$ cat src/rtl/hazard_scoreboard.sv
// ---------------------------------------------------------------------------
// hazard_scoreboard
//
// Purpose:
//   Tracks destination registers of in-flight long-latency operations
//   (FP div/sqrt, load miss) and stalls the ID stage on RAW/WAW hazards
//   against them or when too many long-latency ops are outstanding.
//   Also arbitrates the single writeback port between the normal pipeline
//   and the long-latency unit, with a small starvation counter that
//   periodically forces the port over to the long-latency unit.
//
// Build option:
//   FP_SCOREBOARD_EN  - when defined, a separate FP busy bitmap is kept and
//                       FP sources/destinations are hazard-checked. When
//                       undefined, FP registers are never considered busy and
//                       FP retires only update the outstanding count.
//
// Parameters:
//   MAX_OUTSTANDING   - limit on in-flight long-latency ops (1..3).
//
// Ports:
//   clk, rst_n                    clock, synchronous active-low reset
//   ID_valid                      instruction present in ID
//   ID_rs1/ID_rs2/ID_rs3          source register indices
//   ID_use[2:0]                   bit i = source i+1 is read
//   ID_src_fp[2:0]                bit i = source i+1 is an FP register
//   ID_rd, ID_wr_en, ID_rd_fp     destination index / write enable / FP dest
//   ID_multicycle                 instruction goes to the long-latency unit
//   WB_pipe_wr_en                 pipeline wants the writeback port
//   LU_done_valid/_rd/_fp         long-latency result handshake and target
//   ID_stall                      hold ID/EX, bubble into EX
//   LU_done_ready                 long-latency result accepted this cycle
//   WB_sel                        writeback owner (1 = long-latency unit)
//   EX_hold                       freeze EX->WB for one cycle
//   outstanding                   long-latency ops in flight
// ---------------------------------------------------------------------------
module hazard_scoreboard #(
    parameter int MAX_OUTSTANDING = 2
) (
    input  logic       clk,
    input  logic       rst_n,
    input  logic       ID_valid,
    input  logic [4:0] ID_rs1,
    input  logic [4:0] ID_rs2,
    input  logic [4:0] ID_rs3,
    input  logic [2:0] ID_use,
    input  logic [2:0] ID_src_fp,
    input  logic [4:0] ID_rd,
    input  logic       ID_wr_en,
    input  logic       ID_rd_fp,
    input  logic       ID_multicycle,
    input  logic       WB_pipe_wr_en,
    input  logic       LU_done_valid,
    input  logic [4:0] LU_done_rd,
    input  logic       LU_done_fp,
    output logic       ID_stall,
    output logic       LU_done_ready,
    output logic       WB_sel,
    output logic       EX_hold,
    output logic [1:0] outstanding
);

    localparam logic [1:0] MAX_OUT = 2'(MAX_OUTSTANDING);

    logic [31:0] r_int_busy;
    logic [31:0] w_int_busy_nxt;
    logic [31:0] w_fp_busy;
    logic [1:0]  r_outstanding;
    logic [1:0]  r_starve_cnt;

    logic [4:0]  w_rs [3];
    logic        w_raw;
    logic        w_waw;
    logic        w_limit;
    logic        w_starve_grant;
    logic        w_issue;
    logic        w_retire;
    logic        w_retire_eff;

    // Busy lookup into whichever bitmap the operand belongs to.
    function automatic logic busy_lookup(input logic        fp,
                                         input logic [4:0]  idx,
                                         input logic [31:0] int_map,
                                         input logic [31:0] fp_map);
        return fp ? fp_map[idx] : int_map[idx];
    endfunction

`ifdef FP_SCOREBOARD_EN
    logic [31:0] r_fp_busy;
    logic [31:0] w_fp_busy_nxt;

    always_comb begin
        w_fp_busy_nxt = r_fp_busy;
        if (w_retire_eff && LU_done_fp)
            w_fp_busy_nxt[LU_done_rd] = 1'b0;
        // Applied after the clear so a same-cycle issue wins.
        if (w_issue && ID_rd_fp)
            w_fp_busy_nxt[ID_rd] = 1'b1;
    end

    always_ff @(posedge clk) begin
        if (!rst_n)
            r_fp_busy <= '0;
        else
            r_fp_busy <= w_fp_busy_nxt;
    end

    assign w_fp_busy = r_fp_busy;
`else
    // FP registers are never tracked in this build.
    assign w_fp_busy = '0;
`endif

    assign w_rs[0] = ID_rs1;
    assign w_rs[1] = ID_rs2;
    assign w_rs[2] = ID_rs3;

    // Hazards look only at registered bitmaps, so a retire in this cycle
    // releases a dependent instruction one cycle later.
    always_comb begin
        w_raw = 1'b0;
        for (int i = 0; i < 3; i++) begin
            if (ID_use[i] && busy_lookup(ID_src_fp[i], w_rs[i], r_int_busy, w_fp_busy))
                w_raw = 1'b1;
        end
    end

    assign w_waw   = ID_wr_en && busy_lookup(ID_rd_fp, ID_rd, r_int_busy, w_fp_busy);
    assign w_limit = ID_multicycle && (r_outstanding == MAX_OUT);

    assign ID_stall = rst_n && ID_valid && (w_raw || w_waw || w_limit);

    // Counter at 3 means three straight cycles of a blocked result: hand the
    // port to the long-latency unit and freeze EX for this one cycle.
    assign w_starve_grant = (r_starve_cnt == 2'd3);

    assign LU_done_ready = rst_n && LU_done_valid && (!WB_pipe_wr_en || w_starve_grant);
    assign WB_sel        = LU_done_ready;
    assign EX_hold       = rst_n && w_starve_grant;

    assign w_issue  = ID_valid && !ID_stall && ID_multicycle && ID_wr_en;
    assign w_retire = LU_done_valid && LU_done_ready;
    // A retire with nothing in flight is a leftover from before a reset.
    assign w_retire_eff = w_retire && (r_outstanding != 2'd0);

    always_comb begin
        w_int_busy_nxt = r_int_busy;
        if (w_retire_eff && !LU_done_fp)
            w_int_busy_nxt[LU_done_rd] = 1'b0;
        // Applied after the clear so a same-cycle issue wins.
        if (w_issue && !ID_rd_fp)
            w_int_busy_nxt[ID_rd] = 1'b1;
        // x0 is hardwired zero and can never be a hazard.
        w_int_busy_nxt[0] = 1'b0;
    end

    always_ff @(posedge clk) begin
        if (!rst_n) begin
            r_int_busy    <= '0;
            r_outstanding <= '0;
            r_starve_cnt  <= '0;
        end else begin
            r_int_busy <= w_int_busy_nxt;

            case ({w_issue, w_retire_eff})
                2'b10:   r_outstanding <= r_outstanding + 2'd1;
                2'b01:   r_outstanding <= r_outstanding - 2'd1;
                default: r_outstanding <= r_outstanding;
            endcase

            if (!LU_done_valid || w_retire)
                r_starve_cnt <= 2'd0;
            else if (r_starve_cnt != 2'd3)
                r_starve_cnt <= r_starve_cnt + 2'd1;
        end
    end

    assign outstanding = r_outstanding;

endmodule

$ cat config.mk
export PLATFORM = sky130hd
export DESIGN_NAME = hazard_scoreboard
export DESIGN_NICKNAME = d
export VERILOG_FILES = /design/src/rtl/hazard_scoreboard.sv
export SDC_FILE = /design/constraint.sdc
export NUM_CORES = 1
export LEC_CHECK = 0
export CAP_MARGIN = 20
export CORE_ASPECT_RATIO = 2
export CORE_UTILIZATION = 25
export DETAILED_ROUTE_END_ITERATION = 8
export DONT_BUFFER_PORTS = 1
export HOLD_SLACK_MARGIN = 0.06
export PLACE_DENSITY = 0.39
export SLEW_MARGIN = 25
export SYNTH_ARGS = -nofsm -noshare
export SYNTH_HDL_FRONTEND = slang
export SYNTH_SLANG_ARGS = --single-unit
$ cat constraint.sdc
create_clock -name clk -period 2.61 [get_ports clk]
set_input_delay 0.261 -clock clk [delete_from_list [all_inputs] [get_ports clk]]
set_output_delay 0.261 -clock clk [all_outputs]
set_load 0.02 [all_outputs]
==> qor.csv, run 1 <==
metric,value,unit
outcome,"finished, violations left",
violations,"design-rule violations, negative setup slack",
yosys-top-cells-area,"dfxtp_1 (21%), o31ai_2 (11%), mux2i_1 (10%)",
ys_seq_area_share,20.6,%
use_met1,17.0,%
grt_pass1_vias,3098,
fin_cells,509,
fin_crit_sh,101,%
start_kind,flop,
grt_max_degree,40,
fin_worst_skew,0.00392,ns
antenna_found_initial,0,
cts_root_buf,clkbuf_16,
drt-initial-drc-count,148,
hold_viol_final,0,
criticalPathCategory,flop to flop,
dp_hpwl,9680,um
seqPwrFrac,40.9,%
yosysWarnings,0,
rsz0062_at_grt,true,
grt_pass1_wl,18700,um
viasPerCell,5.78,
drv_cap,0,
relSlewSlack,39.6,%
synthCells,340,
grt_use_total,17.8,%
die_y,167,um
power_leakage,1.32,nW
swShare,25.5,%
r2r-start,r_int_busy[15],
end_kind,flop,
switchingPower,0.337,mW
ys_ff_latch,35,
finalPower,1.32,mW
setup-violations-final,1,
gp_congestion,0.837,
vias,2940,
drcViolationCount,9,
ctsHoldBuffers,0,
dpl.cell_count,501,
critPathCapture,outstanding[1],
tightest_slew,0.904,ns
grt_busiest_layer,met2,
wl_per_cell,24.1,um
coreArea,13400,um^2
use_met2,34.9,%
ir_drop,0.000181,V
holdWs,0.101,ns
stdcell_area,3730,um^2
clock_latency,0.29,ns
postLayoutSetupSlackWorst,-0.0206,ns
slew_viol_final,0,
io_pins,46,
power_density,355,nW/um^2
gr-total-overflow,0,
rows,60,
htreeDepth,2,
portBuffers,0,
worst_hold_path_type,input port to flop,
p_comb_share,12.8,%
intPower,0.984,mW
synth_nets,382,
fin_nets,396,
drive_gt1_share,32.8,%
critPathLaunch,r_int_busy[15],
yosysTopAreaCell,dfxtp_1,
arrival,2.86,ns
synth_area_per_cell,10.0,um^2
synth_flop_cell,dfxtp_1,
period_minus_slack,2.63,ns
dpl_cell_area,3550,um^2
synth_edf_count,0,
n_antenna_cell,0,
reg2reg_slack,-0.02,ns
cts_buffer_depth,2,
critical_path_peak_fanout,5,
area_growth,9.49,%
tritoncts,built,
r2r_cells,9,
synth_top_area_share,20.6,%
required,2.84,ns
synthArstFlopShare,0,%
grt_util_met3,3.62,%
r2r-end,outstanding[1],
ys_types,56,
pwr-share-clk,46.3,%
drtPass1Iterations,6,
die_area,14100,um^2
final_antenna_net_count,0,
netlist_area,3400,um^2
cts_buffers,5,
cts.sinks,35,
clkTransAtPathRegs,0.06,ns
start_util,25.5,%
fmax,0.380,GHz
die-width,84.5,um
wl,12300,um
[kinds of logic after synthesis]
family	synth area share, %
AO/OA/AOI/OAI	24.6
flip-flops	20.6
AND/OR/NAND/NOR	20.6
adder cells (fa/ha/maj)	0.735
multiplexers	22.5
buffers and inverters	10.4
XOR/XNOR	0.515
[cell usage after synthesis (3+ instances only)]
cell,instances
a31oi_1,3
and2_1,3
buf_2,5
buf_6,11
bufbuf_16,3
clkbuf_1,4
clkbuf_8,5
dfxtp_1,35
mux2_2,5
mux2i_1,35
mux4_2,13
nand2_1,15
nand2b_1,6
nand3_1,39
nand3b_1,11
nor2_1,16
nor2b_1,6
nor3_1,7
o211ai_1,31
o21ai_0,6
o22ai_1,4
o31ai_2,30
or3_1,3
[worst min path at each step]
stage	startpoint	endpoint	slack, ns	depth (start not counted)
global placement	rst_n	outstanding[0]	0.40	1
finish	rst_n	outstanding[0]	0.10	1
CTS	rst_n	outstanding[0]	0.1	1
detailed placement	rst_n	outstanding[0]	0.40	1
global route	rst_n	outstanding[0]	0.10	1
floorplan	r_starve_cnt[0]	r_starve_cnt[0]	0.40	1
[placed cells by master, fill, tap and decap left out, types with 3 or more instances in the layout]
cell / count
mux4_2: 14
nor2_1: 16
nand3_1: 39
mux2_2: 4
o21ai_0: 6
nand2b_1: 6
o211ai_1: 31
mux2i_1: 35
and2_1: 3
nand2_1: 15
buf_4: 37
a31oi_1: 3
clkbuf_16: 5
o22ai_1: 4
dfxtp_2: 5
or3_1: 3
o31ai_2: 30
dfxtp_1: 30
nand3b_1: 11
nor2b_1: 6
nor3_1: 7
[power by group through the flow]
stage / registers [mW] / clock network, mW / logic (mW)
detailed placement: 0.552 / 0 / 0.165
global route: 0.541 / 0.642 / 0.180
floorplan: 0.556 / 0 / 0.198
CTS: 0.541 / 0.627 / 0.168
global placement: 0.552 / 0 / 0.166
finish: 0.541 / 0.611 / 0.169
[registers in the layout (all words and copies together) (netlist names)]
signal	cells
outstanding	2
r_int_busy	31
r_starve_cnt	2
[stage by stage]
stage	setup WS, ns	setup TNS (ns)	utilization [%]
floorplan	0.00637	0	-
global placement	-0.0597	-0.0597	26.5
detailed placement	-0.0493	-0.0493	26.5
CTS	-0.0322	-0.0322	27.8
global route	-0.101	-0.219	27.9
finish	-0.0206	-0.0206	27.9
[timing repair]
action,4_1_cts,5_1_grt
setup buffers,1,0
pin swaps,0,1
hold endpoints to repair,0,0
endpoints found under the setup margin,3,3
gates resized for setup,7,5
[area by class of cell]
cell class              instances  area, um^2
well taps                     155         194
fillers                      1451        9640
repair buffers                 37         278
clock buffers                   6         139
inverters                       2        7.51
clock inverters                 1        5.00
flip-flops and latches         35         707
multi-input cells             273        2400
[critical path, stage by stage (launching register included)]
cell	delay [ns]
dfxtp_1	0.39
mux4_2	0.49
mux2_4	0.28
o2111ai_4	0.20
nand4_4	0.16
o32a_4	0.35
ha_4	0.16
xnor2_1	0.12
or3_1	0.31
a21boi_1	0.12
[routing by layer]
metal / vias up / wire, um
li1: 1380 / -
met1: 1445 / 4290
met2: 97 / 6880
met3: 18 / 646
met4: 0 / 442
met5: - / 0
Power figures use the tool's default switching activity.
==> run 2, diff against run 1 <==
--- a/config.mk
+++ b/config.mk
@@ -11,8 +11,9 @@
 export DETAILED_ROUTE_END_ITERATION = 8
 export DONT_BUFFER_PORTS = 1
 export HOLD_SLACK_MARGIN = 0.06
-export PLACE_DENSITY = 0.39
+export PLACE_DENSITY = 0.4
 export SLEW_MARGIN = 25
 export SYNTH_ARGS = -nofsm -noshare
 export SYNTH_HDL_FRONTEND = slang
 export SYNTH_SLANG_ARGS = --single-unit
+export TNS_END_PERCENT = 5
==> run 2 against run 1 <==
Against the previous run:
- the flow still finishes with violations (design-rule violations, negative setup slack)
- final area down 0.50%
- clock skew down 0.00078 ns
- worst hold slack worse by 0.0087 ns
- highest routed layer unchanged
==> qor.csv, run 2 (synthesis results as in run 1) <==
metric,value,unit
outcome,"finished, violations left",
violations,"design-rule violations, negative setup slack",
final_antenna_net_count,0,
io_pins,46,
cts_setup_buffers,0,
intPower,0.984,mW
holdWs,0.0919,ns
seqPwrFrac,40.8,%
die-width,84.5,um
critical_path_peak_fanout,4,
power_leakage,1.31,nW
portBuffers,0,
drive_gt1_share,32.8,%
grt_pass1_wl,18500,um
drt-initial-drc-count,119,
slew_viol_final,0,
rsz0062_at_grt,true,
n_antenna_cell,0,
clkTransAtPathRegs,0.06,ns
cts_root_buf,clkbuf_16,
grt_pass1_vias,3007,
pwr-share-clk,46.6,%
ctsHoldBuffers,0,
die_y,167,um
gr-total-overflow,0,
fin_tns_setup,-0.0138,ns
regMostFlops,r_int_busy,
tritoncts,built,
largest_reg_flops,31,
vias,2974,
fmax,0.381,GHz
p_comb_share,12.6,%
area_growth,8.93,%
ir_drop,0.000198,V
switchingPower,0.342,mW
dp_hpwl,9580,um
layout_commonest_cell,nand3_1,
relSlewSlack,40.4,%
clock_latency,0.29,ns
stdcell_area,3710,um^2
power_density,358,nW/um^2
die_area,14100,um^2
gp_congestion,0.937,
drcViolationCount,6,
cts.sinks,35,
required,2.84,ns
wl_per_cell,24.2,um
grt_max_degree,40,
dpl_cell_area,3530,um^2
coreArea,13400,um^2
viasPerCell,5.88,
cts_buffer_depth,2,
pre_cts_ws,-0.0385,ns
setup-violations-final,1,
drv_cap,0,
fin_worst_skew,0.00314,ns
fin_nets,393,
arrival,2.85,ns
hold_viol_final,0,
start_kind,flop,
final_cell_mix,"nand3_1 (39), mux2i_1 (35), buf_4 (33)",
fin_crit_sh,101,%
postLayoutSetupSlackWorst,-0.0138,ns
end_kind,flop,
period_minus_slack,2.62,ns
antenna_found_initial,0,
rows,60,
wl,12300,um
worst_hold_path_type,input port to flop,
swShare,25.8,%
tightest_slew,0.892,ns
grt_use_total,17.8,%
start_util,25.5,%
cts_buffers,5,
criticalPathCategory,flop to flop,
htreeDepth,2,
drtPass1Iterations,9,
## run 2: timing repair
action	4_1_cts	5_1_grt
setup endpoints to repair	2	3
pin swaps	1	1
resized for setup	10	5
## run 2: through the flow
stage / total power [mW] / util [%] / instances
floorplan: 0.754 / - / 340
global route: 1.37 / 27.7 / 506
CTS: 1.33 / 27.7 / 506
global placement: 0.716 / 26.4 / 499
finish: 1.33 / 27.7 / 506
detailed placement: 0.716 / 26.4 / 499
## run 2: worst max-delay path: stages (launching register included)
cell and delay [ns]:
dfxtp_2 0.34, mux4_2 0.48, mux2_4 0.30, a21oi_4 0.13
a221o_2 0.16, nand2b_1 0.07, o32a_4 0.36, ha_4 0.16
xnor2_1 0.12, or3_1 0.31, a21boi_1 0.12
## run 2: layout make-up
type	count	area, um^2
inverters	2	7.51
well taps	155	194
fillers	1448	9660
multi-input cells	273	2390
clock buffers	6	139
flip-flops and latches	35	711
clock inverters	1	5.00
repair buffers	34	263
## run 2: path summary, 6_finish.rpt
path | from | end | depth (start not counted) | slack (ns)
min | rst_n | outstanding[0] | 1 | 0.09
max | r_int_busy[23] | outstanding[1] | 10 | -0.01
max reg2reg | r_int_busy[23] | outstanding[1] | 10 | -0.01
min reg2reg | r_starve_cnt[0] | r_starve_cnt[0] | 1 | 0.43
## run 2: power by group through the flow
| stage | clock network (mW) | logic (mW) | registers (mW) |
|---|---|---|---|
| 6_report | 0.618 | 0.167 | 0.541 |
| 5_1_grt | 0.647 | 0.179 | 0.541 |
| 4_1_cts | 0.626 | 0.167 | 0.541 |
| 3_5_place_dp | 0 | 0.164 | 0.552 |
| 3_3_place_gp | 0 | 0.163 | 0.552 |
| 2_1_floorplan | 0 | 0.198 | 0.556 |
## run 2: routing by layer
metal,track usage [%],vias to the layer above,share of wire [%]
li1,-,1364,-
met1,16.6,1473,34
met3,3.96,22,6.3
met2,35.2,115,56
met4,8.55,0,3.5
met5,0,-,0
==> run 3, diff against run 2 <==
--- a/config.mk
+++ b/config.mk
@@ -7,11 +7,11 @@
 export LEC_CHECK = 0
 export CAP_MARGIN = 20
 export CORE_ASPECT_RATIO = 2
-export CORE_UTILIZATION = 25
+export CORE_UTILIZATION = 55
 export DETAILED_ROUTE_END_ITERATION = 8
 export DONT_BUFFER_PORTS = 1
 export HOLD_SLACK_MARGIN = 0.06
-export PLACE_DENSITY = 0.4
+export PLACE_DENSITY = 0.73
 export SLEW_MARGIN = 25
 export SYNTH_ARGS = -nofsm -noshare
 export SYNTH_HDL_FRONTEND = slang
==> run 3 against run 2 <==
Against the previous run:
- the run ends with design-rule violations left
- combinational power hardly changed
- critical path depth stayed put
- cell count is 19% lower
- final area is 3.5% lower
- sequential share of layout area is 0.49 points higher
- setup slack better by 0.031 ns
- clock skew hardly changed
- die area is 54% lower
- clock-buffer cell count is 2 higher
- via count is 2.6% higher
- largest cell class unchanged
- largest power group unchanged
==> qor.csv, run 3 (synthesis results as in run 1) <==
metric,value,unit
pwr-share-clk,47.4,%
drive_gt1_share,30.8,%
die_area,6530,um^2
end_kind,flop,
cp_num_buf_inv,0,
fin_worst_skew,0.00346,ns
antenna_found_initial,0,
rows,40,
drt-initial-drc-count,198,
grt_use_total,31.2,%
grt_pass1_vias,3039,
swShare,24.0,%
max_stage_delay,0.39,ns
hold_viol_final,0,
htreeDepth,2,
final_antenna_net_count,0,
vias,3051,
grt_pass1_wl,15100,um
fmax,0.386,GHz
io_pins,46,
largest_reg_flops,31,
drcViolationCount,3,
wl_per_cell,24.3,um
utilization,59.5,%
cp_slowest_cell,o32a_4,
critical_path_peak_fanout,5,
stdcell_area,3580,um^2
die_y,113,um
violations,design-rule violations,
final_cell_mix,"nand3_1 (39), mux2i_1 (34), dfxtp_1 (33)",
required,2.83,ns
ir_drop,0.000437,V
n_antenna_cell,0,
dp_hpwl,7500,um
dpl.cell_count,400,
period_minus_slack,2.59,ns
rsz0062_at_grt,true,
coreArea,6010,um^2
grt_max_degree,40,
worstPathCellList,mux2i_2 -> o22ai_1 -> a2111oi_2 -> a31oi_1 -> o211a_1 -> o32a_4 -> ha_4 -> xnor2_1 -> or3_1 -> a21boi_2,
switchingPower,0.321,mW
gr-total-overflow,0,
fin_nets,388,
portBuffers,0,
start_util,56.7,%
regMostFlops,r_int_busy,
fin_crit_sh,99.4,%
cts_buffers,5,
start_kind,flop,
tightest_slew,0.729,ns
dpl_cell_area,3360,um^2
p_comb_share,12.3,%
clkTransAtPathRegs,0.05,ns
cts_root_buf,clkbuf_16,
setup-violations-final,0,
tritoncts,built,
slew_viol_final,0,
fin_cells,410,
die-width,57.6,um
criticalPathCategory,flop to flop,
power_density,375,nW/um^2
seqPwrFrac,40.3,%
gp_congestion,0.950,
layout_commonest_cell,nand3_1,
cts_buffer_depth,2,
cts.sinks,35,
wl,9980,um
drtPass1Iterations,7,
area_growth,5.07,%
worst_hold_path_type,input port to flop,
outcome,"finished, violations left",
critPathTopFamily,compound AO/OA/AOI/OAI gates,
arrival,2.82,ns
drv_cap,0,
viasPerCell,7.44,
intPower,1.02,mW
power_leakage,1.29,nW
clock_latency,0.29,ns
relSlewSlack,51.3,%
==> run 3: through the flow <==
stage	total power, mW	setup slack (ns)	hold WS [ns]	setup TNS, ns
final	1.34	0.0167	0.107	0
after global routing	1.37	-0.112	0.107	-0.112
after CTS	1.33	0.00244	0.101	0
after detailed placement	0.709	-0.0343	0.390	-0.0343
after global placement	0.707	0.0417	0.391	0
after floorplan	0.754	0.00637	0.403	0
==> run 3: what timing repair did <==
item                                    in CTS  in global routing
setup buffers                                1                  1
hold buffers                                 0                  0
endpoints found under the setup margin       1                  3
pin swaps                                    1                  1
resized for setup                            1                  9
==> run 3: area by class of cell <==
type / instances / area [um^2]
well taps: 63 / 78.8
clock buffers: 8 / 156
fillers: 529 / 2430
flip-flops and latches: 35 / 703
inverters: 2 / 7.51
repair buffers: 29 / 218
multi-input cells: 273 / 2410
==> run 3: power by group through the flow <==
stage | registers [mW] | logic [mW] | clock network (mW)
4_1_cts | 0.541 | 0.159 | 0.632
5_1_grt | 0.541 | 0.175 | 0.650
3_3_place_gp | 0.552 | 0.155 | 0
6_report | 0.541 | 0.165 | 0.635
2_1_floorplan | 0.556 | 0.198 | 0
3_5_place_dp | 0.552 | 0.157 | 0
==> run 3: metal layers <==
layer,wire length (um),up-vias,global-route usage (%),part of all wire [%]
li1,-,1362,-,-
met1,3180,1464,29.3,32
met2,5320,177,56.3,53
met3,826,48,7.54,8.3
met4,654,0,22.8,6.6
met5,0,-,0,0
==> run 3: worst reg2reg max path, delay by kind of cell, from the launching register on <==
kind / cells / cell delay (ns)
xor+xnor: 1 / 0.12
fa+ha+maj: 1 / 0.16
mux: 1 / 0.25
simple gates: 1 / 0.33
flops: 1 / 0.37
compound gates: 6 / 1.29
==> run 3: final timing paths <==
path	startpoint	endpoint	slack, ns	cells after the start
worst max-delay path	r_int_busy[27]	outstanding[1]	0.02	10
worst min-delay path	rst_n	outstanding[0]	0.11	1
worst max register to register	r_int_busy[27]	outstanding[1]	0.02	10
worst min register to register	r_starve_cnt[0]	r_starve_cnt[0]	0.44	1
